### src/rtl/tcp_tx_flag_sched_if.sv
// Shared types and the request/update interface of the TCP TX flag scheduler.
// Flag index order everywhere: rt, ack, data.
package tcp_tx_flag_sched_pkg;
  parameter int unsigned FLOWID_W  = 3;
  parameter int unsigned NUM_FLOWS = 1 << FLOWID_W;
  parameter int unsigned TS_W      = 8;

  typedef enum logic [1:0] {
    CmdNop   = 2'd0,
    CmdSet   = 2'd1,
    CmdClear = 2'd2
  } sched_cmd_e;

  typedef struct packed {
    sched_cmd_e            cmd;
    logic [TS_W-1:0]       timestamp;
  } flag_cmd_t;

  typedef struct packed {
    logic [FLOWID_W-1:0]   flowid;
    flag_cmd_t             rt;
    flag_cmd_t             ack;
    flag_cmd_t             data;
  } sched_cmd_struct;

  typedef struct packed {
    logic                  flag;
    logic [TS_W-1:0]       timestamp;
  } flag_snap_t;

  typedef struct packed {
    logic [FLOWID_W-1:0]   flowid;
    flag_snap_t            rt;
    flag_snap_t            ack;
    flag_snap_t            data;
  } sched_data_struct;
endpackage

interface tcp_tx_flag_sched_if;
  import tcp_tx_flag_sched_pkg::*;

  logic                rx_sched_ack_set_val;
  logic [FLOWID_W-1:0] rx_sched_ack_set_flowid;
  logic                app_sched_data_set_val;
  logic [FLOWID_W-1:0] app_sched_data_set_flowid;
  logic                timer_sched_rt_set_val;
  logic [FLOWID_W-1:0] timer_sched_rt_set_flowid;
  logic                tx_sched_update_val;
  sched_cmd_struct     tx_sched_update_cmd;
  logic                sched_tx_req_val;
  logic                sched_tx_req_rdy;
  sched_data_struct    sched_tx_req_data;
  logic                sched_idle;

  modport master (
    output rx_sched_ack_set_val, rx_sched_ack_set_flowid,
    output app_sched_data_set_val, app_sched_data_set_flowid,
    output timer_sched_rt_set_val, timer_sched_rt_set_flowid,
    output tx_sched_update_val, tx_sched_update_cmd,
    output sched_tx_req_rdy,
    input  sched_tx_req_val, sched_tx_req_data, sched_idle
  );

  modport slave (
    input  rx_sched_ack_set_val, rx_sched_ack_set_flowid,
    input  app_sched_data_set_val, app_sched_data_set_flowid,
    input  timer_sched_rt_set_val, timer_sched_rt_set_flowid,
    input  tx_sched_update_val, tx_sched_update_cmd,
    input  sched_tx_req_rdy,
    output sched_tx_req_val, sched_tx_req_data, sched_idle
  );
endinterface

### src/rtl/tcp_tx_flag_sched.sv
// Per-flow TX work scheduler: timestamped pending flags, round-robin issue over val/rdy,
// and timestamp-guarded clears so a SET racing with processing is never lost.
module tcp_tx_flag_sched
  import tcp_tx_flag_sched_pkg::*;
(
  input logic               clk,
  input logic               rst,
  tcp_tx_flag_sched_if.slave bus_io
);
  localparam int unsigned NumFlags = 3;
  localparam int unsigned FlagRt   = 0;
  localparam int unsigned FlagAck  = 1;
  localparam int unsigned FlagData = 2;

  logic [NumFlags-1:0][NUM_FLOWS-1:0]           flag_q, flag_d;
  logic [NumFlags-1:0][NUM_FLOWS-1:0][TS_W-1:0] ts_q, ts_d;
  logic [NUM_FLOWS-1:0]                         in_flight_q, in_flight_d;
  logic [FLOWID_W-1:0]                          rr_ptr_q, rr_ptr_d;
  logic                                         req_val_q, req_val_d;
  sched_data_struct                             req_data_q, req_data_d;

  logic [NumFlags-1:0][NUM_FLOWS-1:0] set_hit, clr_hit;
  flag_cmd_t [NumFlags-1:0]           upd_cmd;
  logic [FLOWID_W-1:0]                upd_fid;
  logic [NUM_FLOWS-1:0]               eligible;
  logic [FLOWID_W-1:0]                sel, idx;
  logic                               reg_free, load;

  // Decode all SET/CLEAR events for this cycle; a SET on a flag overrides a clear.
  always_comb begin
    set_hit          = '0;
    clr_hit          = '0;
    upd_fid          = bus_io.tx_sched_update_cmd.flowid;
    upd_cmd[FlagRt]   = bus_io.tx_sched_update_cmd.rt;
    upd_cmd[FlagAck]  = bus_io.tx_sched_update_cmd.ack;
    upd_cmd[FlagData] = bus_io.tx_sched_update_cmd.data;
    if (bus_io.tx_sched_update_val) begin
      for (int k = 0; k < int'(NumFlags); k++) begin
        case (upd_cmd[k].cmd)
          CmdSet:   set_hit[k][upd_fid] = 1'b1;
          CmdClear: clr_hit[k][upd_fid] = (upd_cmd[k].timestamp == ts_q[k][upd_fid]);
          default:  ;
        endcase
      end
    end
    if (bus_io.rx_sched_ack_set_val) set_hit[FlagAck][bus_io.rx_sched_ack_set_flowid] = 1'b1;
    if (bus_io.app_sched_data_set_val) begin
      set_hit[FlagData][bus_io.app_sched_data_set_flowid] = 1'b1;
    end
    if (bus_io.timer_sched_rt_set_val) set_hit[FlagRt][bus_io.timer_sched_rt_set_flowid] = 1'b1;
  end

  always_comb begin
    for (int k = 0; k < int'(NumFlags); k++) begin
      for (int f = 0; f < int'(NUM_FLOWS); f++) begin
        flag_d[k][f] = set_hit[k][f] | (flag_q[k][f] & ~clr_hit[k][f]);
        ts_d[k][f]   = set_hit[k][f] ? ts_q[k][f] + TS_W'(1) : ts_q[k][f];
      end
    end
  end

  // Scan downwards so the closest eligible flow after rr_ptr wins; i == NUM_FLOWS is rr_ptr.
  always_comb begin
    eligible = (flag_q[FlagRt] | flag_q[FlagAck] | flag_q[FlagData]) & ~in_flight_q;
    sel      = rr_ptr_q;
    idx      = '0;
    for (int i = int'(NUM_FLOWS); i >= 1; i--) begin
      idx = rr_ptr_q + FLOWID_W'(i);
      if (eligible[idx]) sel = idx;
    end
  end

  always_comb begin
    reg_free    = ~req_val_q | bus_io.sched_tx_req_rdy;
    load        = reg_free & (|eligible);
    in_flight_d = in_flight_q;
    rr_ptr_d    = rr_ptr_q;
    req_val_d   = req_val_q;
    req_data_d  = req_data_q;
    if (bus_io.tx_sched_update_val) in_flight_d[upd_fid] = 1'b0;
    if (load) begin
      req_data_d.flowid = sel;
      req_data_d.rt     = {flag_q[FlagRt][sel], ts_q[FlagRt][sel]};
      req_data_d.ack    = {flag_q[FlagAck][sel], ts_q[FlagAck][sel]};
      req_data_d.data   = {flag_q[FlagData][sel], ts_q[FlagData][sel]};
      req_val_d         = 1'b1;
      in_flight_d[sel]  = 1'b1;
      rr_ptr_d          = sel;
    end else if (reg_free) begin
      req_val_d = 1'b0;
    end
  end

  always_ff @(posedge clk) begin
    if (rst) begin
      flag_q      <= '0;
      ts_q        <= '0;
      in_flight_q <= '0;
      rr_ptr_q    <= FLOWID_W'(NUM_FLOWS - 1);
      req_val_q   <= 1'b0;
      req_data_q  <= '0;
    end else begin
      flag_q      <= flag_d;
      ts_q        <= ts_d;
      in_flight_q <= in_flight_d;
      rr_ptr_q    <= rr_ptr_d;
      req_val_q   <= req_val_d;
      req_data_q  <= req_data_d;
    end
  end

  assign bus_io.sched_tx_req_val  = req_val_q;
  assign bus_io.sched_tx_req_data = req_data_q;
  assign bus_io.sched_idle        = ~(|flag_q) & ~(|in_flight_q) & ~req_val_q;
endmodule

### src/flat_wrapper.sv
// flat-port wrapper written by rule: the top's interface ports become plain ports
module tcp_tx_flag_sched_flat import tcp_tx_flag_sched_pkg::*;
  (clk, rst, bus_io_rx_sched_ack_set_val, bus_io_rx_sched_ack_set_flowid, bus_io_app_sched_data_set_val, bus_io_app_sched_data_set_flowid, bus_io_timer_sched_rt_set_val, bus_io_timer_sched_rt_set_flowid, bus_io_tx_sched_update_val, bus_io_tx_sched_update_cmd, bus_io_sched_tx_req_rdy, bus_io_sched_tx_req_val, bus_io_sched_tx_req_data, bus_io_sched_idle);
  tcp_tx_flag_sched_if bus_io_i ();
  input logic clk;
  input logic rst;
  input wire logic [$bits(bus_io_i.rx_sched_ack_set_val)-1:0] bus_io_rx_sched_ack_set_val;
  input wire logic [$bits(bus_io_i.rx_sched_ack_set_flowid)-1:0] bus_io_rx_sched_ack_set_flowid;
  input wire logic [$bits(bus_io_i.app_sched_data_set_val)-1:0] bus_io_app_sched_data_set_val;
  input wire logic [$bits(bus_io_i.app_sched_data_set_flowid)-1:0] bus_io_app_sched_data_set_flowid;
  input wire logic [$bits(bus_io_i.timer_sched_rt_set_val)-1:0] bus_io_timer_sched_rt_set_val;
  input wire logic [$bits(bus_io_i.timer_sched_rt_set_flowid)-1:0] bus_io_timer_sched_rt_set_flowid;
  input wire logic [$bits(bus_io_i.tx_sched_update_val)-1:0] bus_io_tx_sched_update_val;
  input wire logic [$bits(bus_io_i.tx_sched_update_cmd)-1:0] bus_io_tx_sched_update_cmd;
  input wire logic [$bits(bus_io_i.sched_tx_req_rdy)-1:0] bus_io_sched_tx_req_rdy;
  output wire logic [$bits(bus_io_i.sched_tx_req_val)-1:0] bus_io_sched_tx_req_val;
  output wire logic [$bits(bus_io_i.sched_tx_req_data)-1:0] bus_io_sched_tx_req_data;
  output wire logic [$bits(bus_io_i.sched_idle)-1:0] bus_io_sched_idle;
  assign bus_io_i.rx_sched_ack_set_val = bus_io_rx_sched_ack_set_val;
  assign bus_io_i.rx_sched_ack_set_flowid = bus_io_rx_sched_ack_set_flowid;
  assign bus_io_i.app_sched_data_set_val = bus_io_app_sched_data_set_val;
  assign bus_io_i.app_sched_data_set_flowid = bus_io_app_sched_data_set_flowid;
  assign bus_io_i.timer_sched_rt_set_val = bus_io_timer_sched_rt_set_val;
  assign bus_io_i.timer_sched_rt_set_flowid = bus_io_timer_sched_rt_set_flowid;
  assign bus_io_i.tx_sched_update_val = bus_io_tx_sched_update_val;
  assign bus_io_i.tx_sched_update_cmd = bus_io_tx_sched_update_cmd;
  assign bus_io_i.sched_tx_req_rdy = bus_io_sched_tx_req_rdy;
  assign bus_io_sched_tx_req_val = bus_io_i.sched_tx_req_val;
  assign bus_io_sched_tx_req_data = bus_io_i.sched_tx_req_data;
  assign bus_io_sched_idle = bus_io_i.sched_idle;
  tcp_tx_flag_sched u_core (.clk(clk), .rst(rst), .bus_io(bus_io_i));
endmodule
### config.mk
export PLATFORM = sky130hd
export DESIGN_NAME = tcp_tx_flag_sched_flat
export DESIGN_NICKNAME = d
export VERILOG_FILES = /design/src/rtl/tcp_tx_flag_sched_if.sv /design/src/rtl/tcp_tx_flag_sched.sv /design/src/flat_wrapper.sv
export SDC_FILE = /design/constraint.sdc
export NUM_CORES = 1
export LEC_CHECK = 0
export CORE_ASPECT_RATIO = 1.1
export CORE_UTILIZATION = 50
export CTS_CLUSTER_DIAMETER = 60
export DETAILED_ROUTE_END_ITERATION = 6
export HOLD_SLACK_MARGIN = 0.03
export PLACE_DENSITY = 0.74
export REMOVE_ABC_BUFFERS = 1
export SYNTH_ARGS = -nofsm -noshare
export SYNTH_HDL_FRONTEND = slang
export SYNTH_SLANG_ARGS = --single-unit
export TNS_END_PERCENT = 5
### constraint.sdc
create_clock -name clk -period 5.4 [get_ports clk]
set_input_delay 1.62 -clock clk [delete_from_list [all_inputs] [get_ports clk]]
set_output_delay 1.62 -clock clk [all_outputs]
set_load 0.01 [all_outputs]
After elaboration in Yosys (flattened, before gate mapping):

Index checks and enable logic that the tools add are counted.

* output and inout port bits: 32
* input port bits: 49
* register bits: 258

* add/subtract/negate cells: 31
* reduce and logical (&&, ||, !) cells: 9
* bitwise logic cells: 92
* eq/ne operators: 9
* mux-type cells: 64
* $lt $le $gt $ge: 17

Operators with widths (number)
* $add A8 B1 Y8 const B: 24
* $bmux W8 S3: 6
* $mux W8: 17
* $lt A3 B4 Y1 const B: 12
* $mux W24: 2
* $or A8 B8 Y8: 6
* $and A8 B8 Y8: 5
* $bmux W1 S3: 10
* $and A1 B1 Y1: 27
* $not A1 Y1: 27
* $or A1 B1 Y1: 25
* $eq A8 B8 Y1: 3
* $reduce_or A24 Y1: 1
* $mux W3: 7
* $mux W1: 17
* $not A8 Y8: 2
* $reduce_or A8 Y1: 2
* $demux W1 S3: 5
* $ge A3 B1 Y1 const B: 5
* $add A3 B3 Y3 const B: 4
* $add A3 B2 Y3 const B: 2
* $eq A2 B1 Y1 const B: 3
* $eq A2 B2 Y1 const B: 3
* $logic_and A1 B1 Y1: 5
* other kinds (2): 2

Depth between registers and ports, before layout:

Gate-level depths: netlist (run 1).

* depth in word-level cells: 18
* gate-level depth with buffers: 19
* mapped depth without buffers: 12

Least setup slack after synthesis (run 1):

Ideal clock, no wire load.

* kind: input port to flip-flop
* from: input port bus_io_tx_sched_update_cmd[32]
* to: register u_core.flag_q[16] in the netlist's numbering
* path slack: 1.208 ns
* cell stages on the path: 12
* arrival time: 4.064 ns
* data required time: 5.272 ns
* path buffers: 3
* library setup time: 0.128 ns
* path through: clkbuf_1 -> nor3b_1 -> clkbuf_1 -> clkbuf_1 -> a22oi_1 -> nand3_1 -> xnor2_1 -> nand4_1 -> nor3_1 -> nand2_1 -> a21oi_1 -> nor2_1

* cells in the longest elaborated chain, start to end: 10

Ends and longest elaborated chain
* from (decl): RTL line flat_wrapper.sv:14 `input wire logic [$bits(bus_io_i.tx_sched_update_cmd)-1:0] bus_io_tx_sched_update_cmd;`
* $lt A3 B4 Y1 (implied by the code) or $ge A3 B1 Y1 (tied branches): RTL line tcp_tx_flag_sched.sv:40, tcp_tx_flag_sched.sv:41
* $logic_and A1 B1 Y1 (implied by the code): RTL line tcp_tx_flag_sched.sv:40, tcp_tx_flag_sched.sv:41
* $mux W1 (implied by the code): RTL line tcp_tx_flag_sched.sv:40, tcp_tx_flag_sched.sv:41
* $demux W1 S3
* $and A8 B8 Y8 (no source line)
* $mux W8: RTL line tcp_tx_flag_sched.sv:39 `case (upd_cmd[k].cmd)`
* $mux W24: RTL line tcp_tx_flag_sched.sv:37 `if (bus_io.tx_sched_update_val) begin`
* $not A1 Y1: RTL line tcp_tx_flag_sched.sv:56 `flag_d[k][f] = set_hit[k][f] | (flag_q[k][f] & ~clr_hit[k][f]);`
* $and A1 B1 Y1: RTL line tcp_tx_flag_sched.sv:56
* $or A1 B1 Y1 (*): RTL line tcp_tx_flag_sched.sv:56
* to (signal assigned): RTL line tcp_tx_flag_sched.sv:103 `flag_q <= flag_d;`
* to (decl): RTL line tcp_tx_flag_sched.sv:15 `logic [NumFlags-1:0][NUM_FLOWS-1:0] flag_q, flag_d;`

Mark *: on every way between the ends. The rest lies on a longest branch, timed or not. The select of a mux whose other input is x is not followed.
A chain may end at the register's enable or synchronous reset.

Worst setup path in the final report (run 1):

* from: input port bus_io_tx_sched_update_cmd[32]
* to: register u_core.flag_q[5] in the netlist's numbering

Same word-level chain as after synthesis.

==> results of run 1 <==
==> routing by layer <==
metal	vias up	wire, um	part of all wire [%]
met5	-	0	0
met4	0	2130	3.9
met3	161	5040	9.1
met2	899	25300	46
met1	7421	22600	41
li1	7124	-	-
==> logic make-up (layout without fill, tap and decap cells) <==
group / after synthesis / in the layout
AOI/OAI and AO/OA: 420 / 420
xor gates and xnor gates: 176 / 176
buffers and inverters: 221 / 299
adders and majority gates: 26 / 26
DFF: 258 / 258
muxes: 28 / 28
and+or+nand+nor: 821 / 821
==> through the flow <==
step	setup TNS [ns]	power, mW	instance area [sq um]	hold WS [ns]	utilization [%]
finish	0	9.57	17600	0.495	58.9
global route	0	9.93	17600	0.531	58.9
CTS	0	9.38	17600	0.502	58.9
detailed placement	0	7.44	16600	0.483	55.8
global placement	0	7.41	16600	0.470	55.8
floorplan	-78.70	4.81	14700	0.452	-
==> worst max-delay path: cells and delay by family <==
family	cells	cell delay [ns]
compound gates	3	0.38
xor+xnor	1	0.07
buf+inv	2	1.04
simple gates	6	1.76
==> layout make-up <==
cell class | count | area share (%)
clock inverter | 12 | 0.613
clock buffer | 41 | 4.73
timing repair buffer | 152 | 7.80
tap | 408 | 2.91
inverter | 94 | 2.01
multi-input combinational | 1471 | 52.5
sequential | 258 | 29.4
==> power by group through the flow <==
| stage | sequential [mW] | clock, mW | combinational [mW] |
|---|---|---|---|
| finish | 2.20 | 1.95 | 5.41 |
| floorplan | 2.23 | 0 | 2.58 |
| detailed placement | 2.24 | 0 | 5.20 |
| global route | 2.21 | 2.04 | 5.68 |
| global placement | 2.23 | 0 | 5.18 |
| CTS | 2.19 | 1.96 | 5.22 |
==> synthesized netlist by cell type, types with 16 or more instances <==
master	number	area (sq um)
buf_2	16	80.1
nand2b_1	21	131
dfxtp_1	258	5160
nor3_1	59	295
o21ai_0	30	150
xnor2_1	83	727
a211oi_2	20	250
nand3_1	73	365
mux2i_1	21	210
or3_1	20	125
a311oi_1	40	350
and3_1	16	100
clkbuf_1	97	364
nand2_1	202	758
ha_1	26	325
nand4_1	102	638
a21oi_1	81	405
o31a_1	20	175
inv_1	91	342
nor2_1	280	1050
a211oi_1	24	180
xor2_1	93	815
a22oi_1	86	646
o22ai_1	22	138
==> worst max path at each step <==
stage                                               to  slack, ns  depth (start not counted)
floorplan           u_core.bus_io.sched_tx_req_data[6]      -2.51                         10
global route                          u_core.flag_q[5]       0.59                         12
CTS                                   u_core.flag_q[8]       0.98                         12
global placement                      u_core.flag_q[6]       0.45                         12
detailed placement                    u_core.flag_q[5]       0.41                         12
finish                                u_core.flag_q[5]       0.91                         12
==> state kept, by name, summed over array words and instances, names as in the netlist <==
name / cells
u_core.rr_ptr_q: 3
u_core.bus_io.sched_tx_req_data: 30
u_core.in_flight_q: 8
u_core.ts_q: 192
u_core.bus_io.sched_tx_req_val: 1
u_core.flag_q: 24
==> run summary, run 1 <==
Largest stage delay, worst path - 0.78 ns
Root buf cell - clkbuf_16
Drt wl/cell - 22.6 um
Psw - 4.68 mW
Mapped Cells - 1950
Hold Startpoint - u_core.bus_io.sched_tx_req_data[29]
Leakage - 5.98 nW
Post-synthesis sequential area ratio - 33.9%
# Post-CTS Setup Buffers - 0
Post-synthesis mux area share - 2.26%
Max VDD drop - 0.000761 V
Max-Cap Viols - 0
Starting DRT DRC Count - 2073
Share of cells above drive strength 1 - 8.83%
Pre-CTS setup slack - 0.413 ns
Synth Area in Adders - 2.13%
Asr flop ratio synth - 0%
Worst-path maximum fanout - 13
Final worst slack - 0.914 ns
Hold Crit Depth - 2
Ys Warns - 0
Post-Synthesis Cell Area - 15200 sq um
Final ANT Viol Nets - 0
Xor/xnor cell area share of the yosys netlist - 10.1%
Power share of the clock group - 20.4%
Most used DFF post-synth - dfxtp_1
GR Util met1 - 46.0%
Combinational share of power - 56.6%
Final WL - 55100 um
I/O Buffers - 80
Crit path from - bus_io_tx_sched_update_cmd[32]
Sequential cell area - 5160 sq um
Final hold vios - 0
RSZ-0062 raised after global routing - false
Critical path type - primary input to flop
Post-detail-place hpwl - 40000 um
Most frequent cells in the layout - nor2_1, dfxtp_1, nand2_1
First-pass GRT wire length - 83900 um
Pwr Density - 545 nW/um^2
Longest Clk Path Bufs - 3
Number of global-route vias before repair - 14400
Syn avg cell area - 7.82 sq um
Detailed-route DRC error count - 0
Die area - 31200 sq um
Worst Tran Pin Value - 1.13 ns
M2 GR Usage - 57.7%
Commonest non-fill, non-tap cell in the layout - nor2_1
Layer carrying the most global-route usage - met2
Worst Path Arrival - 4.90 ns
Max_slew headroom - 24.6%
Crit end category - flop
DR pass1 iterations - 7
Initial antenna violation count - 0
Area growth, synth to finish - 15.2%
Inserted Clock Buffers - 29
Status - finished clean
Fin Clk Skew - 0.0109 ns
Seq pwr share - 23.0%
Final nets - 2081
Max-slew violation count - 0
Multi-input logic area - 9230 sq um
R2r setup slk - 1.00 ns
Yosys reg bits - 258
Fillers - 2727
Endpoint with the worst hold slack - u_core.bus_io.sched_tx_req_data[29]
Initial core utilization - 51.2%
Top-level port count - 81
Drt via density - 6.41
GRT met3 Usage - 4.85%
# setup viols final - 0
Post-CTS resize count - 0
Worst-Skew Late Latency - 0.57 ns
Row cnt - 66
GR Util All Layers - 34.9%
Hold Path Class - flop to flop
Placed insts - 2383
Worst Path Required - 5.81 ns
Largest net degree at the start of global routing - 140
Synth Area in Compound Gates - 20.3%
Switching Share - 48.9%
Chip Height - 185 um
Simple-Gate Fraction of Synth Area - 25.4%
Hold buffer count at cts - 0
Post-synth EDFFs - 0
Overflow after GRT - 0
Core Region - 29800 sq um
Final Non-Filler Cells - 2436
Largest family of logic cells by synthesized area - simple AND/OR/NAND/NOR gates
Worst path most repeated cell - nor4_1
Tmin final - 4.49 ns
Cell Chain, Critical Path - clkdlybuf4s50_1, and3b_1, buf_4, a22oi_1, nand4_1, xor2_1, nor4_1, nand4b_1, nor4_1, nand2_1, o21ai_1, a21oi_1
Int Power - 4.89 mW
# diodes - 0
DIE WIDTH - 169 um
Final period util - 83.1%
Clock Sinks - 258
Reg clk slew, reported paths - 0.06 ns
Via count - 15600
Reg-to-Reg End - u_core.bus_io.sched_tx_req_data[2]
Worst Setup Start Kind - primary input
Slowest cell on crit path - clkdlybuf4s50_1
Reg2Reg Depth - 13
H-tree levels - 1
TritonCTS clock tree - yes
Max frequency - 0.223 GHz
Yosys cell types - 77
FF-to-FF Start - u_core.rr_ptr_q[0]
GP Congestion - 1.01
Power figures use the tool's default switching activity.
==> run 2, diff against run 1 <==
--- a/config.mk
+++ b/config.mk
@@ -10,7 +10,7 @@
 export CTS_CLUSTER_DIAMETER = 60
 export DETAILED_ROUTE_END_ITERATION = 6
 export HOLD_SLACK_MARGIN = 0.03
-export PLACE_DENSITY = 0.74
+export PLACE_DENSITY = 0.77
 export REMOVE_ABC_BUFFERS = 1
 export SYNTH_ARGS = -nofsm -noshare
 export SYNTH_HDL_FRONTEND = slang
==> constraint.sdc (replaced) <==
create_clock -name clk -period 3.6 [get_ports clk]
set_input_delay 1.08 -clock clk [delete_from_list [all_inputs] [get_ports clk]]
set_output_delay 1.08 -clock clk [all_outputs]
set_load 0.01 [all_outputs]
==> run 2 against run 1 <==
Effect of this change:
- the flow now finishes with violations (negative setup slack)
- cell area up 12%
- core utilization up 7.2 points
- global-route usage up 1.7 points
- wire length up 7.9%
- clock skew up 0.013 ns
- setup slack worse by 0.99 ns
- sequential cell count unchanged
- first-iteration DRC count down 5.1%
==> run summary, run 2 (synthesized netlist as in run 1, its figures left out) <==
Longest Clk Path Bufs - 3 (unchanged)
Row cnt - 66 (unchanged)
Drt via density - 6.32 (-1.3%)
Final period util - 102%
Detailed-route DRC error count - 0 (unchanged)
Reg-to-Reg End - u_core.bus_io.sched_tx_req_data[16]
Worst Setup Start Kind - flop
Worst Tran Pin Value - 0.845 ns (-0.282 ns)
Worst-Skew Late Latency - 0.58 ns (about the same)
Post-detail-place hpwl - 42900 um (+7.3%)
Starting DRT DRC Count - 1968 (-5.1%)
Leakage - 7.12 nW (+19%)
Max-slew violation count - 0 (unchanged)
Worst Path Arrival - 4.14 ns (-0.76 ns)
R2r setup slk - -0.07 ns (-1.07 ns)
M2 GR Usage - 60.1% (+2.3 points)
Largest stage delay, worst path - 0.51 ns (-0.27 ns)
Max reg flops - 192 (unchanged)
First-pass GRT wire length - 88000 um (+4.9%)
GP Congestion - 1.03 (+1.7%)
Final WL - 59400 um (+7.9%)
Core Region - 29800 sq um (unchanged)
Layer carrying the most global-route usage - met2
Initial core utilization - 51.2% (unchanged)
RSZ-0062 raised after global routing - true
Clock Sinks - 258 (unchanged)
Final ANT Viol Nets - 0 (unchanged)
Reg2Reg Depth - 14 (+1)
Hold Startpoint - u_core.bus_io.sched_tx_req_data[29]
Crit path max-delay family - compound AO/OA/AOI/OAI gates
Number of global-route vias before repair - 15500 (+7.4%)
Commonest non-fill, non-tap cell in the layout - nor2_1
Largest net degree at the start of global routing - 115 (-18%)
FF-to-FF Start - u_core.rr_ptr_q[1]
Pwr Density - 947 nW/um^2 (+74%)
Worst Path Required - 4.07 ns (-1.74 ns)
Worst-path maximum fanout - 33 (+20)
GR Util met1 - 46.9% (+0.86 points)
Hold Path Class - flop to flop
# diodes - 0 (unchanged)
Max VDD drop - 0.000722 V (-5.0%)
Sequential cell area - 5170 sq um (about the same)
GR Util All Layers - 36.6% (+1.7 points)
Cell Chain, Critical Path - inv_2, ha_4, buf_12, o32ai_1, mux4_2, nand2b_4, nor3_1, a2111o_1, or2_4, buf_12, buf_12, a211oi_2, a311oi_1, o31a_1
Top-level port count - 81 (unchanged)
Die area - 31200 sq um (unchanged)
Max_slew headroom - 43.6% (+19 points)
Most frequent cells in the layout - nor2_1, dfxtp_1, buf_4
Reg clk slew, reported paths - 0.06 ns (about the same)
Final nets - 2273 (+9.2%)
Endpoint with the worst hold slack - u_core.bus_io.sched_tx_req_data[29]
GRT met3 Usage - 5.51% (+0.66 points)
Drt wl/cell - 22.6 um (about the same)
Root buf cell - clkbuf_16
Max-Cap Viols - 0 (unchanged)
# setup viols final - 7 (+7)
Inserted Clock Buffers - 31 (+6.9%)
Chip Height - 185 um (unchanged)
Slowest cell on crit path - o32ai_1
Hold Crit Depth - 2 (unchanged)
Fin Clk Skew - 0.0237 ns (+0.0128 ns)
H-tree levels - 1 (unchanged)
Biggest register - u_core.ts_q
Overflow after GRT - 0 (unchanged)
Multi-input logic area - 9530 sq um (+3.2%)
Area growth, synth to finish - 29.3%
Fillers - 2494 (-8.5%)
Critical path type - flop to flop
Via count - 16600 (+6.5%)
DIE WIDTH - 169 um (unchanged)
Status - complete, but fails checks
I/O Buffers - 80 (unchanged)
Final worst slack - -0.0741 ns (-0.988 ns)
Hold buffer count at cts - 0 (unchanged)
Initial antenna violation count - 0 (unchanged)
Pwr Total - 18.7 mW (+95%)
Crit end category - flop
WP buf/inv - 4 (+2)
Max frequency - 0.272 GHz
Failing checks - negative setup slack
TritonCTS clock tree - yes
DR pass1 iterations - 6 (-1)
Worst path most repeated cell - buf_12
Share of cells above drive strength 1 - 18.9% (+10 points)
Final hold vios - 0 (unchanged)
Hold_ws - 0.498 ns (+0.00294 ns)
Tmin final - 3.67 ns
==> run 2: cell count changes in the layout (fill, tap and decap cells not counted), sizes merged <==
cell / previous run / this run
buf: 72 / 258
clkbuf: 42 / 47
inv: 95 / 97
clkdlybuf4s50: 79 / 78
clkinv: 8 / 9
dlymetal6s2s: 0 / 1
==> run 2: power by group <==
part           switching (mW)  internal [mW]  total (mW)  leakage (nW)
clock network            1.32           1.78        3.09         0.494
registers               0.205           3.06        3.27          2.09
logic                    6.90           5.41        12.3          4.54
==> run 2: worst register-to-register path, cell delays in order (launching register included) <==
cell      delay (ns)
dfxtp_2         0.32
inv_2           0.05
ha_4            0.27
buf_12          0.15
o32ai_1         0.51
mux4_2          0.36
nand2b_4        0.13
nor3_1          0.05
a2111o_1        0.44
or2_4           0.36
buf_12          0.17
buf_12          0.16
a211oi_2        0.24
a311oi_1        0.09
o31a_1          0.27
==> run 2: worst max-delay path by stage <==
stage | start | to | slack, ns | cells after the start
after floorplan | u_core.rr_ptr_q[0] | u_core.bus_io.sched_tx_req_data[6] | -4.31 | 10
after global placement | bus_io_tx_sched_update_cmd[31] | u_core.flag_q[11] | -0.49 | 14
after detailed placement | bus_io_tx_sched_update_cmd[31] | u_core.flag_q[1] | -0.53 | 14
after CTS | u_core.rr_ptr_q[0] | u_core.bus_io.sched_tx_req_data[17] | 0.0009 | 14
after global routing | u_core.rr_ptr_q[1] | u_core.bus_io.sched_tx_req_data[5] | -0.11 | 16
final | u_core.rr_ptr_q[1] | u_core.bus_io.sched_tx_req_data[16] | -0.07 | 14
==> run 2: stage by stage <==
| stage | utilization [%] | setup slack, ns | area (sq um) | TNS [ns] | cells |
|---|---|---|---|---|---|
| 2_1_floorplan | - | -4.31 | 14700 | -156.46 | 1823 |
| 3_3_place_gp | 60.4 | -0.489 | 18000 | -14.21 | 2543 |
| 3_5_place_dp | 60.4 | -0.531 | 18000 | -16.75 | 2543 |
| 4_1_cts | 64.2 | 0.000895 | 19200 | 0 | 2606 |
| 5_1_grt | 66.1 | -0.112 | 19700 | -2.05 | 2630 |
| 6_report | 66.1 | -0.0741 | 19700 | -0.258 | 2630 |
==> run 2: layout make-up <==
type,instances,share of cell area [%]
clock inverter,15,0.717
timing repair buffer,342,16.0
tap,408,2.59
clock buffer,42,4.40
inverter,94,1.79
sequential,258,26.2
multi-input combinational,1471,48.3
==> run 2: per-layer routing <==
metal,wire length [um],vias up
met5,0,-
met4,3070,0
met3,5800,190
met2,27100,996
met1,23500,7948
li1,-,7492
==> run 2: timing repair <==
| action | in CTS | in global routing |
|---|---|---|
| setup buffers | 6 | 21 |
| gates cloned | 0 | 4 |
| gates resized for setup | 14 | 58 |
| endpoints found under the setup margin | 32 | 48 |
| pin swaps | 5 | 26 |
==> run 3, diff against run 2 <==
--- a/config.mk
+++ b/config.mk
@@ -10,8 +10,9 @@
 export CTS_CLUSTER_DIAMETER = 60
 export DETAILED_ROUTE_END_ITERATION = 6
 export HOLD_SLACK_MARGIN = 0.03
-export PLACE_DENSITY = 0.77
+export PLACE_DENSITY = 0.7
 export REMOVE_ABC_BUFFERS = 1
+export SETUP_SLACK_MARGIN = 0.5
 export SYNTH_ARGS = -nofsm -noshare
 export SYNTH_HDL_FRONTEND = slang
 export SYNTH_SLANG_ARGS = --single-unit
==> run 3 against run 2 <==
Effect of this change:
- the flow finishes with violations (design-rule violations, negative setup slack)
- hold slack worse by 0.0048 ns
- non-clock buffer count grew 2
- combinational power about the same
- clock-buffer cell count is 1 higher
- clock skew grew 0.0071 ns
- maximum frequency up 0.74%
- setup slack improved by 0.027 ns
==> run summary, run 3 (synthesized netlist as in run 1, its figures left out) <==
Status - complete, but fails checks
Failing checks - design-rule violations, negative setup slack
Post-detail-place hpwl - 43500 um (+1.3%)
Chip Height - 185 um (unchanged)
GR Util All Layers - 37.3% (+0.74 points)
Layer carrying the most global-route usage - met2
Detailed-route DRC error count - 4 (+4)
Worst-path maximum fanout - 17 (-48%)
DIE WIDTH - 169 um (unchanged)
M2 GR Usage - 61.6% (+1.6 points)
Hold buffer count at cts - 0 (unchanged)
Final worst slack - -0.0473 ns (+0.0268 ns)
Crit end category - flop
Max reg flops - 192 (unchanged)
Max frequency - 0.274 GHz (+0.74%)
Worst Path Arrival - 4.09 ns (-0.05 ns)
Critical path type - flop to flop
Max-slew violation count - 0 (unchanged)
Worst-Skew Late Latency - 0.58 ns (about the same)
Reg2Reg Depth - 17 (+3)
TritonCTS clock tree - yes
Fin Clk Skew - 0.0308 ns (+0.00713 ns)
Post-Layout Inst Area - 19800 sq um (+0.34%)
Critical path depth - 17 (+3)
Pre-CTS setup slack - -0.657 ns (-0.126 ns)
# diodes - 0 (unchanged)
Drt wl/cell - 22.7 um (+0.51%)
Crit path from - u_core.rr_ptr_q[0]
Clock Sinks - 258 (unchanged)
Top-level port count - 81 (unchanged)
Crit path max-delay family - compound AO/OA/AOI/OAI gates
Worst Path Required - 4.05 ns (-0.02 ns)
Biggest register - u_core.ts_q
Largest net degree at the start of global routing - 114 (-0.87%)
Most frequent cells in the layout - nor2_1, dfxtp_1, buf_4
Worst Setup Start Kind - flop
I/O Buffers - 80 (unchanged)
Share of cells above drive strength 1 - 19.8% (+0.87 points)
Max-Cap Viols - 0 (unchanged)
WP buf/inv - 7 (+3)
Final nets - 2274 (+0.044%)
Longest Clk Path Bufs - 3 (unchanged)
Overflow after GRT - 0 (unchanged)
Cell Chain, Critical Path - inv_2, ha_4, buf_12, o32a_1, buf_4, mux4_2, a21boi_1, mux2i_1, nor3_1, buf_4, o221ai_4, buf_12, buf_12, buf_4, a211oi_2, a311oi_1, o31a_1
Setup TNS Final - -0.432 ns (-0.174 ns)
Root buf cell - clkbuf_16
Hold_ws - 0.493 ns (-0.00480 ns)
Reg clk slew, reported paths - 0.06 ns (about the same)
GP Congestion - 1.01 (-1.6%)
RSZ-0062 raised after global routing - true
Inserted Clock Buffers - 30 (-3.2%)
Worst Tran Pin Value - 0.846 ns (+0.00122 ns)
Final hold vios - 0 (unchanged)
CP endpoint - u_core.bus_io.sched_tx_req_data[18]
Pwr Total - 18.4 mW (-1.4%)
Drt via density - 6.28 (-0.62%)
R2r setup slk - -0.05 ns (+0.03 ns)
Final ANT Viol Nets - 0 (unchanged)
Area after DPL - 18100 sq um (+0.60%)
First-pass GRT wire length - 90100 um (+2.3%)
GRT met3 Usage - 5.38% (-0.13 points)
Commonest non-fill, non-tap cell in the layout - nor2_1
Reg-to-Reg End - u_core.bus_io.sched_tx_req_data[18]
Hold Path Class - flop to flop
# setup viols final - 16 (+9)
Max_slew headroom - 43.6% (-0.081 points)
Starting DRT DRC Count - 2142 (+8.8%)
Pwr Density - 931 nW/um^2 (-1.7%)
GR Util met1 - 48.5% (+1.7 points)
Final period util - 101% (-0.75 points)
Row cnt - 66 (unchanged)
Initial core utilization - 51.2% (unchanged)
FF-to-FF Start - u_core.rr_ptr_q[0]
Largest stage delay, worst path - 0.51 ns (about the same)
Leakage - 7.16 nW (+0.50%)
Tmin final - 3.65 ns (-0.0268 ns)
H-tree levels - 1 (unchanged)
Final WL - 59700 um (+0.43%)
Initial antenna violation count - 0 (unchanged)
Die area - 31200 sq um (unchanged)
Via count - 16500 (-0.70%)
DR pass1 iterations - 7 (+1)
Area growth, synth to finish - 29.7%
Core Region - 29800 sq um (unchanged)
Number of global-route vias before repair - 15600 (+0.63%)
Max VDD drop - 0.000866 V (+20%)
Slowest cell on crit path - mux4_2
## run 3: power by group
group	leakage [nW]	internal [mW]	switching (mW)
combinational	4.59	5.29	6.88
clock	0.482	1.75	1.23
sequential	2.09	3.06	0.200
## run 3: what timing repair did
item / 4_1_cts / 5_1_grt
setup buffers: 7 / 6
pin swaps: 36 / 30
endpoints found under the setup margin: 91 / 76
resized for setup: 58 / 58
cloned: 1 / 2
## run 3: worst min-delay path, delay by kind of cell, from the launching register on
kind	cells	cell delay, ns
flip-flops	1	0.33
AO/OA/AOI/OAI	1	0.06
AND/OR/NAND/NOR	1	0.07
## run 3: metrics by stage
stage,utilization (%),instances
after global routing,66.4,2628
final,66.4,2628
after global placement,60.7,2559
after CTS,65.2,2620
after floorplan,-,1823
after detailed placement,60.7,2559
## run 3: layout make-up
class / instances / area, sq um
Fill cell: 2556 / 10000
Multi-Input combinational cell: 1471 / 9670
Timing Repair Buffer: 344 / 3130
Sequential cell: 258 / 5170
Clock buffer: 43 / 881
Tap cell: 408 / 510
Inverter: 94 / 354
Clock inverter: 10 / 78.8
## run 3: worst min path at each step
stage / from / end / cells after the start
floorplan: u_core.ts_q[173] / u_core.ts_q[173] / 2
global placement: u_core.ts_q[173] / u_core.ts_q[173] / 2
detailed placement: u_core.bus_io.sched_tx_req_data[29] / u_core.bus_io.sched_tx_req_data[29] / 2
CTS: u_core.bus_io.sched_tx_req_data[29] / u_core.bus_io.sched_tx_req_data[29] / 2
global route: u_core.ts_q[9] / u_core.ts_q[9] / 2
finish: u_core.bus_io.sched_tx_req_data[29] / u_core.bus_io.sched_tx_req_data[29] / 2
## run 3: metal layers
| metal | routed length, um | up-vias |
|---|---|---|
| met5 | 0 | - |
| met4 | 2840 | 0 |
| met3 | 5600 | 201 |
| met2 | 27400 | 955 |
| met1 | 23800 | 7866 |
| li1 | - | 7488 |
